## config.mk

```make
export PLATFORM = sky130hd
export DESIGN_NAME = cfs_md_tx_serializer_flat
export DESIGN_NICKNAME = d
export VERILOG_FILES = /design/src/rtl/cfs_md_tx_serializer_if.sv /design/src/rtl/cfs_md_tx_serializer.sv /design/src/flat_wrapper.sv
export SDC_FILE = /design/constraint.sdc
export NUM_CORES = 1
export LEC_CHECK = 0
export CORE_ASPECT_RATIO = 0.8
export CORE_MARGIN = 1
export CORE_UTILIZATION = 52
export DETAILED_ROUTE_END_ITERATION = 8
export GPL_TIMING_DRIVEN = 0
export PLACE_DENSITY_LB_ADDON = 0.25
export SLEW_MARGIN = 20
export SYNTH_ARGS = -nofsm -noshare
export SYNTH_HDL_FRONTEND = slang
export SYNTH_SLANG_ARGS = --single-unit
```

## constraint.sdc

```tcl
create_clock -name clk -period 2.1 [get_ports clk]
set_input_delay 0.42 -clock clk [delete_from_list [all_inputs] [get_ports clk]]
set_output_delay 0.42 -clock clk [all_outputs]
set_load 0.005 [all_outputs]
```

## src/rtl/cfs_md_tx_serializer_if.sv

```systemverilog
// MD TX transfer channel plus the byte stream it is serialized onto.
// The aligner (master) drives the MD request and the byte sink drives byte_ready;
// the serializer (slave) answers both.
interface cfs_md_tx_serializer_if #(
  parameter int ALGN_DATA_WIDTH = 32
);
  localparam int BYTES             = ALGN_DATA_WIDTH / 8;
  localparam int ALGN_OFFSET_WIDTH = (ALGN_DATA_WIDTH <= 8) ? 1 : $clog2(BYTES);
  localparam int ALGN_SIZE_WIDTH   = $clog2(BYTES) + 1;

  logic                         md_valid;
  logic [ALGN_DATA_WIDTH-1:0]   md_data;
  logic [ALGN_OFFSET_WIDTH-1:0] md_offset;
  logic [ALGN_SIZE_WIDTH-1:0]   md_size;
  logic                         md_ready;
  logic                         md_err;

  logic                         byte_valid;
  logic [7:0]                   byte_data;
  logic                         byte_last;
  logic                         byte_ready;

  modport master (
    output md_valid, md_data, md_offset, md_size,
    input  md_ready, md_err,
    input  byte_valid, byte_data, byte_last,
    output byte_ready
  );

  modport slave (
    input  md_valid, md_data, md_offset, md_size,
    output md_ready, md_err,
    output byte_valid, byte_data, byte_last,
    input  byte_ready
  );
endinterface

```

## src/rtl/cfs_md_tx_serializer.sv

```systemverilog
// Takes one aligned MD transfer at a time and replays its addressed bytes,
// lowest lane first, on a byte-wide valid/ready stream. The MD handshake is
// closed (md_ready/md_err) only after the last byte has left. Transfers whose
// offset/size do not fit in the word are answered with md_err and counted.
module cfs_md_tx_serializer #(
  parameter int ALGN_DATA_WIDTH = 32
) (
  input  logic                         clk,
  input  logic                         reset_n,
  cfs_md_tx_serializer_if.slave        bus,
  output logic [7:0]                   err_cnt
);
  localparam int BYTES             = ALGN_DATA_WIDTH / 8;
  localparam int ALGN_OFFSET_WIDTH = (ALGN_DATA_WIDTH <= 8) ? 1 : $clog2(BYTES);
  localparam int ALGN_SIZE_WIDTH   = $clog2(BYTES) + 1;
  localparam int SUM_WIDTH         = ALGN_SIZE_WIDTH + 1;

  typedef enum logic [1:0] {
    IDLE,
    SEND,
    RESP
  } state_e;

  state_e                       state_q, state_d;
  logic [ALGN_DATA_WIDTH-1:0]   data_q, data_d;
  logic [ALGN_OFFSET_WIDTH-1:0] idx_q, idx_d;
  logic [ALGN_SIZE_WIDTH-1:0]   rem_q, rem_d;
  logic                         err_q, err_d;
  logic [7:0]                   err_cnt_q, err_cnt_d;

  logic                         md_ready_q, md_ready_d;
  logic                         md_err_q, md_err_d;
  logic                         byte_valid_q, byte_valid_d;
  logic [7:0]                   byte_data_q, byte_data_d;
  logic                         byte_last_q, byte_last_d;

  logic [SUM_WIDTH-1:0]         cap_end;
  logic                         cap_legal;
  logic [ALGN_OFFSET_WIDTH-1:0] idx_inc;

  // Pick byte lane idx out of a data word; idx is always a legal lane here.
  function automatic logic [7:0] lane_sel(input logic [ALGN_DATA_WIDTH-1:0]   data,
                                          input logic [ALGN_OFFSET_WIDTH-1:0] idx);
    logic [7:0] res;
    res = '0;
    for (int k = 0; k < BYTES; k++) begin
      if (idx == ALGN_OFFSET_WIDTH'(k)) begin
        res = data[8*k +: 8];
      end
    end
    return res;
  endfunction

  // Legality of the incoming request, summed one bit wider so it cannot overflow.
  always_comb begin
    cap_end   = SUM_WIDTH'(bus.md_offset) + SUM_WIDTH'(bus.md_size);
    cap_legal = (bus.md_size != '0) && (cap_end <= SUM_WIDTH'(BYTES));
    idx_inc   = idx_q + ALGN_OFFSET_WIDTH'(1);
  end

  // Next state and next registered outputs; outputs are precomputed so the
  // first byte is already visible in the cycle after capture.
  always_comb begin
    state_d      = state_q;
    data_d       = data_q;
    idx_d        = idx_q;
    rem_d        = rem_q;
    err_d        = err_q;
    err_cnt_d    = err_cnt_q;
    md_ready_d   = 1'b0;
    md_err_d     = 1'b0;
    byte_valid_d = 1'b0;
    byte_data_d  = 8'h00;
    byte_last_d  = 1'b0;

    case (state_q)
      IDLE: begin
        if (bus.md_valid) begin
          data_d = bus.md_data;
          idx_d  = bus.md_offset;
          rem_d  = bus.md_size;
          if (cap_legal) begin
            state_d      = SEND;
            byte_valid_d = 1'b1;
            byte_data_d  = lane_sel(bus.md_data, bus.md_offset);
            byte_last_d  = (bus.md_size == ALGN_SIZE_WIDTH'(1));
          end else begin
            state_d    = RESP;
            err_d      = 1'b1;
            md_ready_d = 1'b1;
            md_err_d   = 1'b1;
            if (err_cnt_q != 8'hFF) begin
              err_cnt_d = err_cnt_q + 8'd1;
            end
          end
        end
      end

      SEND: begin
        if (bus.byte_ready) begin
          if (rem_q == ALGN_SIZE_WIDTH'(1)) begin
            state_d    = RESP;
            err_d      = 1'b0;
            md_ready_d = 1'b1;
            md_err_d   = 1'b0;
          end else begin
            idx_d        = idx_inc;
            rem_d        = rem_q - ALGN_SIZE_WIDTH'(1);
            byte_valid_d = 1'b1;
            byte_data_d  = lane_sel(data_q, idx_inc);
            byte_last_d  = (rem_q == ALGN_SIZE_WIDTH'(2));
          end
        end else begin
          byte_valid_d = 1'b1;
          byte_data_d  = byte_data_q;
          byte_last_d  = byte_last_q;
        end
      end

      RESP: begin
        state_d = IDLE;
      end

      default: begin
        state_d = IDLE;
      end
    endcase
  end

  // FSM state register.
  always_ff @(posedge clk or negedge reset_n) begin
    if (!reset_n) begin
      state_q <= IDLE;
    end else begin
      state_q <= state_d;
    end
  end

  // Capture registers, error counter and registered outputs.
  always_ff @(posedge clk or negedge reset_n) begin
    if (!reset_n) begin
      data_q       <= '0;
      idx_q        <= '0;
      rem_q        <= '0;
      err_q        <= 1'b0;
      err_cnt_q    <= 8'h00;
      md_ready_q   <= 1'b0;
      md_err_q     <= 1'b0;
      byte_valid_q <= 1'b0;
      byte_data_q  <= 8'h00;
      byte_last_q  <= 1'b0;
    end else begin
      data_q       <= data_d;
      idx_q        <= idx_d;
      rem_q        <= rem_d;
      err_q        <= err_d;
      err_cnt_q    <= err_cnt_d;
      md_ready_q   <= md_ready_d;
      md_err_q     <= md_err_d;
      byte_valid_q <= byte_valid_d;
      byte_data_q  <= byte_data_d;
      byte_last_q  <= byte_last_d;
    end
  end

  assign bus.md_ready   = md_ready_q;
  assign bus.md_err     = md_err_q;
  assign bus.byte_valid = byte_valid_q;
  assign bus.byte_data  = byte_data_q;
  assign bus.byte_last  = byte_last_q;
  assign err_cnt        = err_cnt_q;

endmodule

```

## src/flat_wrapper.sv

```systemverilog
// flat-port wrapper written by rule: the top's interface ports become plain ports
module cfs_md_tx_serializer_flat 
#(
  parameter int ALGN_DATA_WIDTH = 32
)
  (clk, reset_n, err_cnt, bus_md_valid, bus_md_data, bus_md_offset, bus_md_size, bus_md_ready, bus_md_err, bus_byte_valid, bus_byte_data, bus_byte_last, bus_byte_ready);
  cfs_md_tx_serializer_if #(.ALGN_DATA_WIDTH(ALGN_DATA_WIDTH)) bus_i ();
  input  logic clk;
  input  logic reset_n;
  output logic [7:0] err_cnt;
  input wire logic [$bits(bus_i.md_valid)-1:0] bus_md_valid;
  input wire logic [$bits(bus_i.md_data)-1:0] bus_md_data;
  input wire logic [$bits(bus_i.md_offset)-1:0] bus_md_offset;
  input wire logic [$bits(bus_i.md_size)-1:0] bus_md_size;
  output wire logic [$bits(bus_i.md_ready)-1:0] bus_md_ready;
  output wire logic [$bits(bus_i.md_err)-1:0] bus_md_err;
  output wire logic [$bits(bus_i.byte_valid)-1:0] bus_byte_valid;
  output wire logic [$bits(bus_i.byte_data)-1:0] bus_byte_data;
  output wire logic [$bits(bus_i.byte_last)-1:0] bus_byte_last;
  input wire logic [$bits(bus_i.byte_ready)-1:0] bus_byte_ready;
  assign bus_i.md_valid = bus_md_valid;
  assign bus_i.md_data = bus_md_data;
  assign bus_i.md_offset = bus_md_offset;
  assign bus_i.md_size = bus_md_size;
  assign bus_md_ready = bus_i.md_ready;
  assign bus_md_err = bus_i.md_err;
  assign bus_byte_valid = bus_i.byte_valid;
  assign bus_byte_data = bus_i.byte_data;
  assign bus_byte_last = bus_i.byte_last;
  assign bus_i.byte_ready = bus_byte_ready;
  cfs_md_tx_serializer #(.ALGN_DATA_WIDTH(ALGN_DATA_WIDTH)) u_core (.clk(clk), .reset_n(reset_n), .bus(bus_i), .err_cnt(err_cnt));
endmodule
```

==> metrics.txt, run 1 <==
final period utilization=102%; CTS max path bufs=2; Initial DRT Pass Iterations=5; Max VDD drop=between 0.0006 and 0.0007 V; hpwl dp=5.27 mm; number of synthesized register bits=slightly below 60; Leak Pwr=approximately 1.8 nW; dominant synthesized flop cell=dfrtp_1; drt via density=5.76; final hold violations=0; Clk pin slew, worst setup/hold paths=70 ps; dominant cell type by area after synthesis=dfrtp_1; Core ar.=around 5600 µm²; Critical Path AT=2400 ps; Slew @ Worst Pin=641 ps; Mapped Cells=273; clk_skew=between 7 and 8 ps; Post-Place Cell Area=approximately 3900 µm²; initial antenna violation count=0; starting density of the core=around 56%; pre-CTS WS=-915 ps; Final #Nets=408; Yosys top cell area share=47.0%; Crit Path Max Fanout=5; worst hold path class=input pin to flip-flop; ANT cells=0; I/O Pins=61; largest net degree at the start of global routing=34; Fin Hold WS=380 ps; die area=6350 µm²; CTS Sinks=59; endpoint type of the worst setup path=flip-flop; design area=~4300 µm²; vias=approximately 2500; layout cells sized above 1=about 29%; Starting DRT DRC Count=232; ANT nets after route=0; CTS Buf Count=9; Mapped Area=between 3000 and 4000 µm²; Seq/Total Area, Yosys=between 40% and 50%; max_cap viols=0; H-tree Lvls=3; Avg WL per Cell=18.3 µm; FP Rows=24; PD cells=1310 nW/µm²; die width=roughly 89 µm; failing checks=negative setup slack; CTS Root Cell=clkbuf_8; Layout Cells excl Fill=439; dpl cells=~410; detailed-route DRC error count=0; Syn Nets=325; vias in the first global route=approximately 2400; CP Data Required Time=2360 ps; first-pass GRT wire length=12.6 mm; Layout Utilization=75.8%; fin crit period=roughly 2100 ps; setup TNS=-50.9 ps; Distinct cells, synth=42; # setup viols final=2; Global Route Usage Sum=27.6%; crit path launch type=input pin; Routed Wire Length=~8.0 mm; Final WS setup=-43.7 ps; status=complete, but fails checks; GPL Wtd Cong=0.795; RSZ-0062 raised after global routing=yes; total power=approximately 5.6 mW; Avg Inst Size Synth=11.5 µm²; synth warn=0; top cells by area, synth=dfrtp_1, mux2_2, mux4_2; Die Ht=71.5 µm; total congestion overflow=0; final slew viol count=0; f_max=~470 MHz; insertion delay to the later sink of the worst-skew pair=about 340 ps; synth-to-layout area growth=35.6%; CTS tree=built; Port Buffer Count=60; WS Path Type=input pin to flip-flop; Max-slew headroom=57.2%; number of flops mapped to enable cells by yosys=0; Async SR Flop Fraction=100%
[per-layer routing]
layer | track usage (%) | share of wire, % | up-vias
li1 | - | - | 1154
met1 | 39.1 | 44 | 1260
met2 | 41.5 | 47 | 103
met3 | 7.83 | 8.1 | 10
met4 | 8.60 | 1.1 | 0
met5 | 0 | 0 | -
[synth_stat cells, types with 2 or more instances]
| master | number |
|---|---|
| a211oi_2 | 6 |
| a21oi_1 | 12 |
| a221oi_1 | 7 |
| a31o_2 | 2 |
| and3_1 | 2 |
| buf_2 | 6 |
| buf_4 | 2 |
| clkbuf_1 | 6 |
| dfrtp_1 | 59 |
| ha_1 | 10 |
| inv_1 | 11 |
| mux2_1 | 5 |
| mux2_2 | 32 |
| mux4_2 | 8 |
| nand2_1 | 16 |
| nand2b_1 | 14 |
| nand3_1 | 14 |
| nand3b_1 | 2 |
| nor2_1 | 20 |
| nor3_1 | 4 |
| o21a_1 | 2 |
| o21ai_0 | 10 |
| o31ai_1 | 2 |
| xor2_1 | 3 |
[power by group]
part           leakage [nW]  switching (mW)  internal [mW]
Combinational         0.961            1.20           1.30
Sequential            0.713           0.371           1.68
Clock                0.0991           0.451          0.574
Total                  1.77            2.02           3.55
[area by class of cell]
type	instances	area (µm²)
multi-input cells	189	1640
fillers	394	1360
clock inverters	5	52.6
flip-flops and latches	59	1480
inverters	11	43.8
clock buffers	11	141
well taps	78	97.6
plain buffers	14	92.6
repair buffers	72	708
[state kept, by name (all words and copies together) (netlist names)]
name / cells
u_core.bus.byte_data: 8
u_core.bus.byte_last: 1
u_core.rem_q: 3
u_core.err_cnt: 8
u_core.bus.byte_valid: 1
u_core.data_q: 32
u_core.bus.md_err: 1
u_core.bus.md_ready: 1
u_core.idx_q: 2
u_core.state_q: 2
[placed cells by master, fill, tap and decap left out, types with 3 or more instances in the layout]
cell type        instances
clkbuf_1                 6
mux2_1                   5
clkinv_2                 3
ha_1                     9
buf_4                   13
a21oi_1                 12
buf_2                    6
a211oi_2                 6
clkbuf_8                10
buf_6                    3
inv_1                    9
mux4_2                   8
a221oi_1                 4
mux2_2                  32
nand3_1                 14
xor2_1                   3
nor2_1                  19
dfrtp_1                 59
clkdlybuf4s50_1         55
nand2_1                 16
nand2b_1                14
o21ai_0                 10
[worst max-delay path, cell delays in order]
cell      delay [ps]
buf_8             80
ha_4             130
inv_2             30
fa_1             490
nand2b_1          80
a221o_1          390
a21boi_4         250
buf_6            170
a221oi_1         100
a211oi_2         250
[worst paths after layout]
| kind | slack, ps | from | cells after the start | endpoint |
|---|---|---|---|---|
| max in group asynchronous | 1080 | reset_n | 3 | u_core.data_q[0] |
| setup / recovery | -40 | bus_md_size[0] | 10 | u_core.bus.byte_data[1] |
| hold / removal | 380 | bus_md_size[1] | 3 | u_core.rem_q[1] |
| setup reg to reg | 40 | u_core.rem_q[0] | 6 | u_core.idx_q[0] |
| hold reg to reg | 500 | u_core.err_cnt[5] | 1 | u_core.err_cnt[5] |
| min in group asynchronous | 530 | reset_n | 2 | u_core.rem_q[1] |
[kinds of logic (layout without fill, tap and decap cells)]
kind of cell    Yosys count  after routing  synth area share (%)
simple gates             78             78                  12.8
flops                    59             59                  47.0
compound gates           51             51                  12.0
mux                      45             45                  19.0
buf+inv                  25            113                  3.47
fa+ha+maj                11             11                  4.63
xor+xnor                  4              4                  1.12
[what timing repair did]
item,in CTS,in global routing
resized for setup,24,13
setup buffers,3,6
hold buffers,1,0
gates cloned,1,0
hold endpoints to repair,26,0
pin swaps,4,13
setup endpoints to repair,22,13
Power figures use the tool's default switching activity.
==> run 2, diff against run 1 <==
HOLD_SLACK_MARGIN = 0.12   (was not set)
==> results of run 2 <==
The final DEF is identical to that of run 1; final timing and power are the same.
==> edit 1: new RTL, flow settings as in run 1 <==
`data_q` no longer has a reset.
--- a/src/rtl/cfs_md_tx_serializer.sv
+++ b/src/rtl/cfs_md_tx_serializer.sv
@@ -139,7 +139,6 @@
   // Capture registers, error counter and registered outputs.
   always_ff @(posedge clk or negedge reset_n) begin
     if (!reset_n) begin
-      data_q       <= '0;
       idx_q        <= '0;
       rem_q        <= '0;
       err_q        <= 1'b0;
@@ -150,7 +149,6 @@
       byte_data_q  <= 8'h00;
       byte_last_q  <= 1'b0;
     end else begin
-      data_q       <= data_d;
       idx_q        <= idx_d;
       rem_q        <= rem_d;
       err_q        <= err_d;
@@ -163,6 +161,10 @@
     end
   end
 
+  always_ff @(posedge clk) begin
+    data_q <= data_d;
+  end
+
   assign bus.md_ready   = md_ready_q;
   assign bus.md_err     = md_err_q;
   assign bus.byte_valid = byte_valid_q;
Behaviour: same outputs for any inputs over 10 cycles, from zero or initial values and one cycle with reset_n low; that may be too few to reach the edited logic, so the function may still have changed.
==> edit 1 against run 1 <==
  * The flow still finishes with violations (setup timing)
  * Power is 12% lower
  * Worst setup slack better by 0.019 ns
  * Count of clock-buffer cells in the layout is 2 higher
  * First-iteration DRC count shrank 38%
  * Sequential cell count unchanged
  * Synthesized area is 4.5% lower
  * Via count is 11% lower
  * Die area fell by 4.4%
  * Wire length is 13% lower
  * Final area decreased by 3.6%
  * Critical path type unchanged
  * Largest cell class is now sequential cells
  * Largest power group unchanged
==> edit 1: results (changes against run 1) <==
Parameter                              Value

GRT
  M2 GR Usage    0.3806 (was 0.4154)
  Vias in the first global route    2157 (was 2439)
  Largest net degree at the start of global routing    28 (was 34)
  Met1 usage    0.3430 (was 0.3909)

Worst setup path
  WP data arrival    2.37 ns (was 2.40 ns)
  Worst r2r dst    u_core.bus.byte_data[4] (was u_core.idx_q[0])

Route
  Wire length the detailed router placed on met1    3.012 mm (was 3.542 mm)
  Detailed-route wire length    6.989 mm (was 8.015 mm)
  Via density per instance    5.551 (was 5.756)

Status
  Violations in the final reports    setup timing (unchanged)
  Run status    complete, but fails checks (unchanged)

Power
  Overall power after layout    0.004915 W (was 0.005572 W)
  Share of total power in sequential cells    0.357 (was 0.367)

Synthesis
  Area fraction in compound gates after synthesis    0.1415 (was 0.1196)
  Async set or reset register ratio after synthesis    0.4576 (was 1.000)
  Main area contributors after synthesis    edfxtp_1 32%, dfrtp_1 23%, mux4_2 6.0% (was dfrtp_1 47%, mux2_2 11%, mux4_2 5.7%)
  Sequential-to-total area share from yosys stat    0.5459 (was 0.4705)
  Most instantiated cells after synthesis    32 x edfxtp_1, 27 x dfrtp_1, 16 x nand2_1, 16 x nor2_1, 13 x nand3_1 (was 59 x dfrtp_1, 32 x mux2_2, 20 x nor2_1)
  Synth cell types    51 (was 42)

Timing
  Fin Hold WS    0.1033 ns (was 0.3796 ns)
  Post-route worst setup slack    -0.02464 ns (was -0.04371 ns)
  Setup Skew    0.007609 ns (was 0.007124 ns)
  Post-route setup TNS    -0.03243 ns (was -0.05086 ns)
  Number of endpoints failing setup at the final stage    2 (unchanged)
  Measured slew at the worst slew-check pin    0.8571 ns (was 0.6411 ns)

Placement
  Placed Cells incl. Taps    376 (was 412)
  Placer Congestion    0.7830 (was 0.7950)

Clocking
  Number of setup buffers added after CTS    5 (was 3)

Worst hold path
  HP Class    primary input to async pin (was primary input to flip-flop)
[edit 1: cell count changes after synthesis, moves of 4 or more]
cell | before | now
dfrtp_1 | 59 | 27
buf_2 | 6 | 1
mux2_2 | 32 | 0
a221oi_2 | 0 | 6
nor2_1 | 20 | 16
a221oi_1 | 7 | 1
edfxtp_1 | 0 | 32
[edit 1: worst max path at each step]
| stage | start | end | slack [ns] | cells after the start |
|---|---|---|---|---|
| finish | bus_md_offset[0] | u_core.bus.byte_data[2] | -0.02 | 10 |
| global route | bus_md_offset[0] | u_core.bus.byte_data[2] | -0.07 | 10 |
| CTS | bus_md_offset[1] | u_core.bus.byte_data[7] | -0.03 | 10 |
| detailed placement | bus_md_size[0] | u_core.err_cnt[6] | -0.90 | 10 |
| global placement | bus_md_valid | u_core.err_cnt[6] | -1.13 | 6 |
| floorplan | u_core.state_q[1] | u_core.err_cnt[1] | -0.17 | 4 |
==> edit 2: new RTL, settings of run 1 <==
Without the edit above. `ALGN_DATA_WIDTH` is set to 32 in 3 places; all go to 16.
--- a/src/rtl/cfs_md_tx_serializer_if.sv
+++ b/src/rtl/cfs_md_tx_serializer_if.sv
@@ -2,7 +2,7 @@
 // The aligner (master) drives the MD request and the byte sink drives byte_ready;
 // the serializer (slave) answers both.
 interface cfs_md_tx_serializer_if #(
-  parameter int ALGN_DATA_WIDTH = 32
+  parameter int ALGN_DATA_WIDTH = 16
 );
   localparam int BYTES             = ALGN_DATA_WIDTH / 8;
   localparam int ALGN_OFFSET_WIDTH = (ALGN_DATA_WIDTH <= 8) ? 1 : $clog2(BYTES);
--- a/src/rtl/cfs_md_tx_serializer.sv
+++ b/src/rtl/cfs_md_tx_serializer.sv
@@ -3,7 +3,7 @@
 // closed (md_ready/md_err) only after the last byte has left. Transfers whose
 // offset/size do not fit in the word are answered with md_err and counted.
 module cfs_md_tx_serializer #(
-  parameter int ALGN_DATA_WIDTH = 32
+  parameter int ALGN_DATA_WIDTH = 16
 ) (
   input  logic                         clk,
   input  logic                         reset_n,
--- a/src/flat_wrapper.sv
+++ b/src/flat_wrapper.sv
@@ -1,7 +1,7 @@
 // flat-port wrapper written by rule: the top's interface ports become plain ports
 module cfs_md_tx_serializer_flat 
 #(
-  parameter int ALGN_DATA_WIDTH = 32
+  parameter int ALGN_DATA_WIDTH = 16
 )
   (clk, reset_n, err_cnt, bus_md_valid, bus_md_data, bus_md_offset, bus_md_size, bus_md_ready, bus_md_err, bus_byte_valid, bus_byte_data, bus_byte_last, bus_byte_ready);
   cfs_md_tx_serializer_if #(.ALGN_DATA_WIDTH(ALGN_DATA_WIDTH)) bus_i ();
Ports: changed (resized bus_md_data, bus_md_offset and bus_md_size); port bits go from 61 to 43. The function was not compared with the original's and may differ.
==> edit 2 against run 1 <==
  * Sequential cell count shrank 18
  * Fmax grew 6.8%
  * Final cell count shrank 37%
  * Sequential power shrank 34%
  * Utilization shrank 3.5 points
  * Power shrank 34%
  * Die area shrank 32%
  * Critical path depth shrank 2
  * Synthesized area shrank 33%
  * Worst setup slack gained 0.14 ns
  * Wire length shrank 43%
  * Final area shrank 35%
  * Highest routed layer unchanged
==> edit 2: results (changes against run 1) <==
Parameter                              Value

Route
  Met2 wire length    2.208 mm (was 3.728 mm)
  Vias after detailed routing    1512 (was 2527)
  Total iterations of the first detailed-routing run    4 (was 5)
  Wire length the detailed router placed on met1    2.100 mm (was 3.542 mm)
  First-iteration detailed-routing DRC count    104 (was 232)
  Total met3 wirelength after detailed routing    222 microns (was 651 microns)
  Detailed-route wire length    4.559 mm (was 8.015 mm)

Clocking
  Skew-Pair Late Insertion Delay    0.30 ns (was 0.34 ns)
  CTS buffer count    5 (was 9)

Synthesis
  Sequential-to-total area share from yosys stat    0.4875 (was 0.4705)
  Area fraction in compound gates after synthesis    0.1243 (was 0.1196)
  Synthesized-area fraction occupied by xor and xnor cells    0.02081 (was 0.01116)
  Number of instances in the synthesized netlist    169 (was 273)
  Nets in the synthesized netlist    198 (was 325)
  Synth cell types    36 (was 42)
  Most instantiated cells after synthesis    41 x dfrtp_1, 25 x mux2_2, 11 x o211ai_1 (was 59 x dfrtp_1, 32 x mux2_2, 20 x nor2_1)

Worst setup path
  Family of cells with the greatest summed delay on the critical path    simple AND/OR/NAND/NOR gates (was compound AO/OA/AOI/OAI gates)
  Biggest cell delay along the critical path    0.30 ns (was 0.49 ns)
  Critical path endpoint    u_core.err_cnt[1] (was u_core.bus.byte_data[1])
  Internal reg-to-reg setup slack    0.42 ns (was 0.04 ns)
  WP data arrival    2.20 ns (was 2.40 ns)
  Maximum net fanout on the critical path    6 (was 5)
  Max stage delay cell, worst path    clkdlybuf4s15_2 (was fa_1)

Status
  Run status    finished, final reports clean (was complete, but fails checks)

GRT
  Largest net degree at the start of global routing    22 (was 34)
  M2 GR Usage    0.3810 (was 0.4154)
  Total global routing track utilization    0.2317 (was 0.2761)
  Wire length of the first global-routing pass    7.251 mm (was 12.63 mm)
  GR met3 Demand/Resource    0.06164 (was 0.07834)
  Met1 usage    0.3098 (was 0.3909)

Power
  Peak VDD IR    828.3 uV (was 640.9 uV)

Worst hold path
  HP Class    primary input to async pin (was primary input to flip-flop)

Final layout
  Final Net Count    250 (was 408)
  Final cell count without fillers    277 (was 439)
  Max FFs per register    16 (was 32)
  Fraction of final layout cells with drive strength greater than 1    0.2568 (was 0.2881)

Placement
  Placed Cells incl. Taps    267 (was 412)
  Placed Area    2616 sq um (was 3904 sq um)
  Setup Slack @ Placement    -0.7310 ns (was -0.9150 ns)
  PortBufs    42 (was 60)
  Placer Congestion    0.8363 (was 0.7950)

Timing
  Setup Skew    0.002350 ns (was 0.007124 ns)
  Headroom to the max-slew limit    0.6199 (was 0.5722)
  Tcrit/Tclk final    0.9558 (was 1.021)
edit 2: cell count changes in the layout (fill, tap and decap cells not counted), moves of 8 or more:
cell and change:
mux4_2 -8, nand2b_1 -13, o211ai_1 +10, nand3_1 -10, dfrtp_1 -18, o21ai_0 -9
mux2i_1 +9, nor2_1 -15, a21oi_1 -10, buf_4 -8, clkdlybuf4s50_1 -17
edit 2: cell families after synthesis:
logic type | Yosys count
compound gates | 30
xor+xnor | 5
fa+ha+maj | 6
buf+inv | 12
flops | 41
mux | 35
simple gates | 40
edit 2: repair_timing:
item                       in CTS  in global routing
gates resized for setup         8                  0
buffers inserted                2                  0
setup endpoints to repair      21                  0
edit 2: area by class of cell:
| cell class | instances | area, sq um |
|---|---|---|
| clock inverters | 2 | 37.54 |
| clock buffers | 6 | 82.58 |
| plain buffers | 7 | 48.80 |
| repair buffers | 45 | 456.7 |
| fillers | 277 | 1064 |
| inverters | 5 | 18.77 |
| multi-input cells | 116 | 1026 |
| flip-flops and latches | 41 | 1026 |
| well taps | 55 | 68.82 |
edit 2: how the worst min path moves through the flow:
stage,startpoint,endpoint,slack [ns],cells past startpoint
floorplan,reset_n,u_core.bus.byte_data[0],0.12,0
global placement,u_core.bus.byte_data[1],u_core.bus.byte_data[1],0.47,1
detailed placement,reset_n,u_core.bus.byte_data[1],0.43,1
CTS,reset_n,u_core.bus.byte_data[1],0.11,1
global route,reset_n,u_core.bus.byte_data[1],0.13,1
finish,reset_n,u_core.bus.byte_data[1],0.09,1
edit 2: power breakdown:
part | switching [W] | internal, W
Combinational | 0.000688 | 0.000948
Sequential | 0.000210 | 0.00114
Clock | 0.000281 | 0.000386
Total | 0.00118 | 0.00247
